===== config.mk =====
export PLATFORM = sky130hd
export DESIGN_NAME = dmem_write_log
export DESIGN_NICKNAME = d
export VERILOG_FILES = /design/src/rtl/dmem_pkg.sv /design/src/rtl/dmem_write_log.sv
export SDC_FILE = /design/constraint.sdc
export NUM_CORES = 1
export LEC_CHECK = 0
export ABC_AREA = 1
export BUFFER_PORTS_ARGS = -buffer_cell sky130_fd_sc_hd__buf_2
export CAP_MARGIN = 20
export CORE_AREA = 2 2 235 237
export CTS_CLUSTER_SIZE = 28
export DETAILED_ROUTE_END_ITERATION = 7
export DIE_AREA = 0 0 237 239
export SYNTH_ARGS = -nofsm -noshare
export SYNTH_HDL_FRONTEND = slang
export SYNTH_SLANG_ARGS = --single-unit

===== constraint.sdc =====
create_clock -name clk -period 5.4 [get_ports clk]
set_input_delay 0.27 -clock clk [delete_from_list [all_inputs] [get_ports clk]]
set_output_delay 0.27 -clock clk [all_outputs]
set_load 0.1 [all_outputs]

===== src/rtl/dmem_pkg.sv =====
// Shared types and constants for the dmem_model data memory: FSM encoding,
// fixed read patterns and the packing of write-log entries.
package dmem_pkg;

  typedef enum logic {
    ST_RUN  = 1'b0,
    ST_DONE = 1'b1
  } dmem_state_e;

  localparam logic [31:0] OOB_PATTERN = 32'hDEAD_BEEF;
  localparam logic [31:0] TOHOST_PASS = 32'h0000_0001;

  localparam int LOG_WEN_W    = 4;
  localparam int LOG_DATA_W   = 32;
  localparam int LOG_ADDR_W   = 32;
  localparam int LOG_WEN_LSB  = 0;
  localparam int LOG_DATA_LSB = LOG_WEN_LSB + LOG_WEN_W;
  localparam int LOG_ADDR_LSB = LOG_DATA_LSB + LOG_DATA_W;
  localparam int LOG_ENTRY_W  = LOG_ADDR_LSB + LOG_ADDR_W;

  function automatic logic [LOG_ENTRY_W-1:0] pack_log_entry(input logic [31:0] addr,
                                                            input logic [31:0] data,
                                                            input logic [3:0]  wen);
    logic [LOG_ENTRY_W-1:0] e;
    e = '0;
    e[LOG_ADDR_LSB +: LOG_ADDR_W] = addr;
    e[LOG_DATA_LSB +: LOG_DATA_W] = data;
    e[LOG_WEN_LSB  +: LOG_WEN_W]  = wen;
    return e;
  endfunction

endpackage


===== src/rtl/dmem_write_log.sv =====
// Circular record of the most recent accepted array writes; index 0 reads the
// newest entry, indices at or beyond the valid count read as zero.
module dmem_write_log
  import dmem_pkg::*;
#(
  parameter int unsigned LOG_DEPTH = 8
) (
  input  logic                         clk,
  input  logic                         rst_n,
  input  logic                         push,
  input  logic [31:0]                  addr,
  input  logic [31:0]                  data,
  input  logic [3:0]                   wen,
  input  logic [$clog2(LOG_DEPTH)-1:0] log_idx,
  output logic [LOG_ENTRY_W-1:0]       log_data,
  output logic [$clog2(LOG_DEPTH):0]   log_count
);

  localparam int IW = $clog2(LOG_DEPTH);

  logic [LOG_ENTRY_W-1:0] entries [LOG_DEPTH];
  logic [IW-1:0]          wr_ptr;
  logic [IW-1:0]          rd_ptr;

  always_ff @(posedge clk or negedge rst_n) begin
    if (!rst_n) begin
      wr_ptr    <= '0;
      log_count <= '0;
    end else if (push) begin
      wr_ptr <= wr_ptr + IW'(1);
      if (log_count != (IW+1)'(LOG_DEPTH))
        log_count <= log_count + (IW+1)'(1);
    end
  end

  // Entry storage carries no reset; log_count gates what is visible.
  always_ff @(posedge clk) begin
    if (push)
      entries[wr_ptr] <= pack_log_entry(addr, data, wen);
  end

  assign rd_ptr   = wr_ptr - IW'(1) - log_idx;
  assign log_data = ({1'b0, log_idx} < log_count) ? entries[rd_ptr] : '0;

endmodule


# Word-level counts from Yosys, hierarchy flattened

Memories as Yosys holds them, arrays and structs flattened.
Cells that the tools add are included.

Reductions and logical operators: 1
Multiplexer cells: 3
Add/sub/neg operators: 4
$lt $le $gt $ge: 1
Equality and inequality tests: 1

Operator list:

| cell                  | number |
|---|---|
| $mux W68              | 1 |
| $add A4 B1 Y4 const B | 1 |
| $lt A3 B4 Y1          | 1 |
| $ne A4 B4 Y1 const B  | 1 |
| $add A3 B1 Y3 const B | 1 |
| $sub A3 B1 Y3 const B | 1 |
| $sub A3 B3 Y3         | 1 |
| $mux W1               | 2 |
| $reduce_and A2 Y1     | 1 |

Memories kept: 1
Bits in writable memories: 544
Word-level logic and storage cells: 13
Flip-flop bits (word level): 7
Input port bits: 74

Memory list:

| memory  | depth | width | rd ports | clocked after Yosys merged registers in | write ports | line                 | source |
|---|---|---|---|---|---|---|---|
| entries | 8     | 68    | 1        | 0                                       | 1           | dmem_write_log.sv:21 | `logic [LOG_ENTRY_W-1:0] entries [LOG_DEPTH];` |

# Logic depth before layout (Yosys ltp)

Gate-level depths: netlist (run 1).
An unclocked memory read counts as a cell.

Depth after elaboration: 4
Mapped depth: 12

# Least setup slack after synthesis (run 1)

OpenSTA, ideal clock, no wires.

Path type: register to register
From: register wr_ptr[0]
To: memory entries[0][0] (netlist bit), enable pin
Slack: 1313 ps
Stages on the path, launching flop included: 3
Data required time: 4906 ps
Buffers on the path: 0
Arrival time: 3592 ps
Path through: dfrtp_1 or2_2 nor2_1

RTL lines:

| what                   | line                 | source |
|---|---|---|
| from (decl)            | dmem_write_log.sv:22 | `logic [IW-1:0] wr_ptr;` |
| from (signal assigned) | dmem_write_log.sv:30 | `wr_ptr <= wr_ptr + IW'(1);` |
| to (decl)              | dmem_write_log.sv:21 |  |

No word-level cell before the write port.

# Worst setup path in the final report (run 1)

From: register wr_ptr[0]
To: output log_data[25]

Word-level cells in the longest chain between the ends: 4

RTL lines:

| what           | line                 | source |
|---|---|---|
| $sub A3 B1 Y3  | dmem_write_log.sv:42 | `assign rd_ptr = wr_ptr - IW'(1) - log_idx;` |
| $sub A3 B3 Y3  | dmem_write_log.sv:42 |  |
| $mem_v2 Z8 W68 | -                    |  |
| $mux W68       | dmem_write_log.sv:43 | `assign log_data = ({1'b0, log_idx} < log_count) ? entries[rd_ptr] : '0;` |
| to (decl)      | dmem_write_log.sv:15 | `output logic [LOG_ENTRY_W-1:0] log_data,` |

No other way between the ends.

==> results of run 1 <==
==> cell families after synthesis <==
kind of cell             count (synthesis)  share of synthesized area, %
AND/OR/NAND/NOR                       1129                         18.98
adder cells (fa/ha/maj)                  7                        0.3933
flip-flops                             551                         68.28
buffers and inverters                  671                         10.71
AO/OA/AOI/OAI                           72                         1.490
XOR/XNOR                                 4                        0.1449
==> final timing paths <==
check | depth (start not counted) | to | slack (ns) | startpoint
max in group asynchronous | 2 | log_count[2] | 5.03 | rst_n
worst max-delay path | 10 | log_data[25] | 1.18 | wr_ptr[0]
worst max register to register | 3 | entries[4][24] | 2.92 | wr_ptr[0]
worst min register to register | 2 | wr_ptr[0] | 0.62 | wr_ptr[0]
worst min-delay path | 2 | wr_ptr[1] | 0.15 | rst_n
min in group clk | 2 | entries[5][65] | 0.45 | addr[29]
==> synthesized netlist by cell type, drive strengths merged <==
cell type,instances
nand3,276
xor2,4
or2,1
edfxtp,544
clkbuf,48
nand2,843
fa,1
dfrtp,7
a21oi,68
ha,6
nor2,9
inv,561
o21ai,4
buf,62
==> timing repair <==
item                                   4_1_cts  5_1_grt
endpoints found under the hold margin      552        0
resized for setup                            0        0
hold buffers                                70        0
==> routing by layer <==
metal  global-route usage [%]  part of all wire, %  wire [um]  vias up
met5                        0                0.012          7        -
met4                    6.540                  2.7       1562        2
met3                    3.152                  5.4       3098      108
met2                    33.53                   47      26890      427
met1                    28.12                   45      26260     7739
li1                         -                    -          -     7998
==> power by group <==
| part | leakage (nW) | total [mW] | internal [mW] | switching [mW] |
|---|---|---|---|---|
| Sequential | 5.03 | 5.28 | 5.18 | 0.105 |
| Clock | 0.817 | 3.59 | 2.01 | 1.58 |
| Combinational | 6.95 | 7.29 | 1.30 | 5.98 |
| Total | 12.8 | 16.2 | 8.49 | 7.67 |
==> registers in the layout, indices dropped and copies added, names as in the netlist <==
name	flops
wr_ptr	3
log_count	4
entries	544
==> area by class of cell <==
type | count | area (um2) | area share (%)
antenna | 3 | 7.507 | 0.02668
clock buffer | 78 | 1525 | 5.420
clock inverter | 24 | 153.9 | 0.5469
inverter | 561 | 2116 | 7.518
multi-input combinational | 1212 | 5169 | 18.37
sequential | 551 | 16510 | 58.67
tap | 704 | 880.8 | 3.130
timing repair buffer | 244 | 1779 | 6.322
==> through the flow <==
step	hold WS [ns]	area [um2]	power (mW)	util, %
2_1_floorplan	-0.02559	24180	11.01	-
3_3_place_gp	0.1378	25670	12.58	47.24
3_5_place_dp	0.1421	25700	12.63	47.29
4_1_cts	0.1125	28080	16.28	51.67
5_1_grt	0.1341	28140	16.90	51.78
6_report	0.1545	28140	16.16	51.79
==> worst max-delay path: cells and delay by family, from the launching register on <==
family	cells	cell delay (ns)
AOI/OAI and AO/OA	1	0.31
adders and majority gates	1	0.78
buffers and inverters	4	1.35
DFF	1	0.44
and+or+nand+nor	4	0.34
==> results.json, run 1 <==
{
  "synth_top_area_share_pct": 67.56,
  "die_x_um": 237,
  "clock-sinks": 551,
  "wire_per_inst_um": 17.12,
  "ys_seq_elements": 551,
  "grt_pass1_vias": 15620,
  "crit_arrival_ns": 3.95,
  "cts-root-buf": "clkbuf_16",
  "cp_max_fo": 158,
  "fin_nets": 2708,
  "setup_viol": 0,
  "firstDrtPassIters": 6,
  "run_status": "finished, final reports clean",
  "io_pins": 146,
  "layout_common_cells": "nand2_1 (840), inv_1 (558), edfxtp_1 (544)",
  "relSlewSlack_pct": 27.96,
  "path_clk_slew_ns": 0.06,
  "fp.dieH_um": 239,
  "layout-drive-gt1-share_pct": 9.738,
  "avgViaCountPerCell": 4.819,
  "slowest_stage": "ha_4",
  "synth-seq-area-share_pct": 68.28,
  "clk_latency_ns": 0.62,
  "coreArea_um2": 54340,
  "drt-total-wl_um": 57820,
  "initial_utilization_pct": 44.50,
  "gr-usage-all-layers_pct": 20.45,
  "clockBufferDepth": 3,
  "crit_path_end_kind": "output port",
  "areaGrowthSynthToFinish_pct": 16.39,
  "critPathRequiredTime_ns": 5.13,
  "drt_iter0_drc": 1329,
  "cp-start-kind": "flip-flop",
  "die_area_um2": 56640,
  "worst_pin_slew_ns": 1.078,
  "final_max_slew_viol_count": 0,
  "grt_max_degree": 186,
  "hold_path_class": "in -> async",
  "final_common_cell": "nand2_1",
  "p_leak_nw": 12.79,
  "grt_overflow_total": 0,
  "final_cell_count_no_fill": 3377,
  "hpwl_um": 29870,
  "num_rows": 86,
  "gp_congestion": 0.7435,
  "synth_area_um2": 24180,
  "cts_made_buffers": 57,
  "detail-route-antenna-nets": 0,
  "slowest_delay_ns": 0.78,
  "drc_errors": 0,
  "ys_types": 20,
  "synth_area_leaders": "edfxtp_1 (68%), nand2_1 (13%), inv_1 (8.7%)",
  "antenna_found_initial": 2,
  "grt_pass1_wl_um": 88830,
  "period_needed_ns": 4.218,
  "syn_area_per_cell_um2": 9.934,
  "syn_inst": 2434,
  "finalHoldViolations": 0,
  "crit_top_cell": "nand2_1",
  "num_vias": 16270,
  "ir_drop_v": 0.0007063,
  "rsz0062_at_grt": "no",
  "synth_fp_nets": 2515,
  "htree_levels": 2,
  "fin_crit_sh_pct": 78.12,
  "p_per_area_nw_per_um2": 574.3,
  "fill_cells": 4790,
  "pre_cts_slack_ns": 1.666,
  "cts_tree": "yes",
  "maxCapViolCount": 0,
  "critPathKind": "reg -> out",
  "placed_cells": 3200,
  "fin_worst_skew_ns": 0.01682,
  "setup_slack_ns": 1.182,
  "tns_ns": 0,
  "portBuffers": 145,
  "post_cts_buffers": 0,
  "crit_path_cell_trace": "ha_4, inv_8, buf_16, buf_12, nand2_1, nand3_1, nand2_1, nand2_1, a21oi_1, buf_2",
  "yosys_warnings": 0,
  "yosys.area.top_type": "edfxtp_1",
  "fmax_mhz": 237.1
}
No activity file was read; power rests on OpenSTA's default activity.
==> inputs of run 2 (changes only) <==
--- a/config.mk
+++ b/config.mk
@@ -5,13 +5,13 @@
 export SDC_FILE = /design/constraint.sdc
 export NUM_CORES = 1
 export LEC_CHECK = 0
-export ABC_AREA = 1
+export ABC_AREA = 0
 export BUFFER_PORTS_ARGS = -buffer_cell sky130_fd_sc_hd__buf_2
 export CAP_MARGIN = 20
-export CORE_AREA = 2 2 235 237
+export CORE_AREA = 2 2 220 222
 export CTS_CLUSTER_SIZE = 28
 export DETAILED_ROUTE_END_ITERATION = 7
-export DIE_AREA = 0 0 237 239
+export DIE_AREA = 0 0 222 224
 export SYNTH_ARGS = -nofsm -noshare
 export SYNTH_HDL_FRONTEND = slang
 export SYNTH_SLANG_ARGS = --single-unit
==> constraint.sdc (replaced) <==
create_clock -name clk -period 4.4 [get_ports clk]
set_input_delay 0.22 -clock clk [delete_from_list [all_inputs] [get_ports clk]]
set_output_delay 0.22 -clock clk [all_outputs]
set_load 0.1 [all_outputs]
==> run 2 against run 1 <==
Worst hold slack improved by 0.27 ns. First-iteration DRC count shrank 40%. Global-route usage shrank 2.3 points. Design area is 10% lower. Clock skew increased by 0.0071 ns. Critical path type unchanged.
==> results.json, run 2 <==
{
  "post_cts_buffers": 0,
  "grt_pass1_wl_um": 66630,
  "areaGrowthSynthToFinish_pct": 19.44,
  "synth_edf_count": 544,
  "maxCapViolCount": 0,
  "detail-route-antenna-nets": 0,
  "rsz0062_at_grt": "no",
  "reg_top3": "entries x544, log_count x4, wr_ptr x3",
  "synth_ff_type": "edfxtp_1",
  "htree_levels": 2,
  "portBuffers": 145,
  "wire_per_inst_um": 24.25,
  "drt_iter0_drc": 804,
  "cp_num_buf_inv": 2,
  "path_clk_slew_ns": 0.06,
  "num_rows": 80,
  "syn_area_per_cell_um2": 23.03,
  "synth_area_leaders": "edfxtp_1 (77%), mux4_2 (14%), mux2i_1 (3.2%)",
  "tns_ns": 0,
  "setup_viol": 0,
  "crit_arrival_ns": 3.81,
  "cts_resized": 0,
  "clockBufferDepth": 3,
  "die_area_um2": 49730,
  "synth_top_area_share_pct": 77.11,
  "relSlewSlack_pct": 35.26,
  "largest_reg_flops": 544,
  "syn_inst": 920,
  "cts_tree": "yes",
  "critPathKind": "reg -> out",
  "hold_path_class": "in -> reg",
  "clk_latency_ns": 0.61,
  "initial_utilization_pct": 44.75,
  "fmax_mhz": 248.4,
  "synthMostInstantiatedCell": "edfxtp_1",
  "slowest_stage": "xnor2_4",
  "cts_made_buffers": 56,
  "coreArea_um2": 47350,
  "gp_congestion": 0.7156,
  "layout-drive-gt1-share_pct": 33.06,
  "synth_commonest_cells": "edfxtp_1 (544), mux4_2 (136), a21oi_1 (68), mux2i_1 (68), buf_2 (22)",
  "worst_pin_slew_ns": 0.9711,
  "crit_path_end_kind": "output port",
  "yosys_warnings": 0,
  "yosys.area.top_type": "edfxtp_1",
  "slowest_delay_ns": 0.65,
  "firstDrtPassIters": 4,
  "grt_max_degree": 69,
  "async_flop_share_pct": 1.270,
  "fin_worst_skew_ns": 0.02391,
  "synth_area_um2": 21190,
  "largest_register": "entries",
  "cpLargestDelayFamily": "XOR/XNOR gates",
  "critPathRequiredTime_ns": 4.18,
  "fin_nets": 1249,
  "clock-sinks": 551,
  "grt_pass1_vias": 10560,
  "ys_seq_elements": 551,
  "grt_overflow_total": 0,
  "synth_fp_nets": 1001,
  "layout_common_cells": "edfxtp_1 (544), buf_2 (145), mux4_2 (136)",
  "synth-seq-area-share_pct": 77.94,
  "antenna_found_initial": 5,
  "cp-start-kind": "flip-flop",
  "hold_buffers": 71,
  "cts-root-buf": "clkbuf_16",
  "drt-total-wl_um": 44370,
  "drc_errors": 0,
  "num_vias": 10010,
  "finalHoldViolations": 0,
  "io_pins": 146,
  "fp.dieH_um": 224,
  "run_status": "finished, final reports clean",
  "crit_path_cell_trace": "ha_4, fa_4, xor2_1, xnor2_4, buf_12, mux2i_1, a21oi_1, buf_2",
  "period_needed_ns": 4.025,
  "hpwl_um": 23160,
  "fin_crit_sh_pct": 91.49,
  "cp_max_fo": 30,
  "avgViaCountPerCell": 5.469,
  "final_common_cell": "edfxtp_1",
  "die_x_um": 222,
  "ys_types": 27,
  "final_max_slew_viol_count": 0,
  "gr-usage-all-layers_pct": 18.17
}
## run 2: layer usage
| layer | global-route usage, % | share of wire (%) | wire, um | vias up |
|---|---|---|---|---|
| li1 | - | - | - | 4384 |
| met1 | 26.22 | 46 | 20350 | 5329 |
| met2 | 28.82 | 48 | 21230 | 235 |
| met3 | 3.358 | 4.5 | 2017 | 55 |
| met4 | 4.861 | 1.7 | 733 | 6 |
| met5 | 0 | 0.077 | 34 | - |
## run 2: logic make-up after synthesis
group | after synthesis | synth area share, %
xor gates and xnor gates | 6 | 0.2835
DFF | 551 | 77.94
AOI/OAI and AO/OA | 72 | 1.725
and+or+nand+nor | 19 | 0.4252
muxes | 206 | 17.78
buffers and inverters | 59 | 1.406
adders and majority gates | 7 | 0.4488
## run 2: metrics by stage
stage	cell area [um2]	setup slack, ns	hold WS (ns)	util (%)	instances
finish	25300	0.3745	0.4197	53.44	1830
global route	25300	0.2170	0.4296	53.44	1830
CTS	25300	0.3036	0.3843	53.43	1828
detailed placement	22850	0.9599	0.08234	48.27	1654
global placement	22850	0.9730	0.08040	48.27	1654
floorplan	21200	0.3735	-0.07559	-	920
## run 2: layout make-up
| class | instances | area [um2] |
|---|---|---|
| Sequential cell | 551 | 16510 |
| Multi-Input combinational cell | 310 | 4483 |
| Tap cell | 615 | 769.5 |
| Timing Repair Buffer | 243 | 1777 |
| Clock inverter | 33 | 260.3 |
| Inverter | 6 | 22.52 |
| Clock buffer | 70 | 1475 |
| Fill cell | 3666 | 22040 |
| Antenna cell | 2 | 5.005 |
## run 2: worst paths after layout
path                       slack [ns]  depth (start not counted)         start              to
setup / recovery                 0.37                          8     wr_ptr[0]    log_data[58]
hold / removal                   0.42                          2      data[20]  entries[1][24]
setup reg to reg                 1.99                          3     wr_ptr[2]  entries[1][66]
hold reg to reg                  0.58                          1  log_count[3]    log_count[3]
max in group asynchronous        3.51                          3         rst_n    log_count[0]
min in group asynchronous        0.59                          3         rst_n    log_count[3]
Power of run 2 is left out: the tool's default activity adds up to more than one toggle a clock period on the data nets, which glitch-free logic cannot reach.
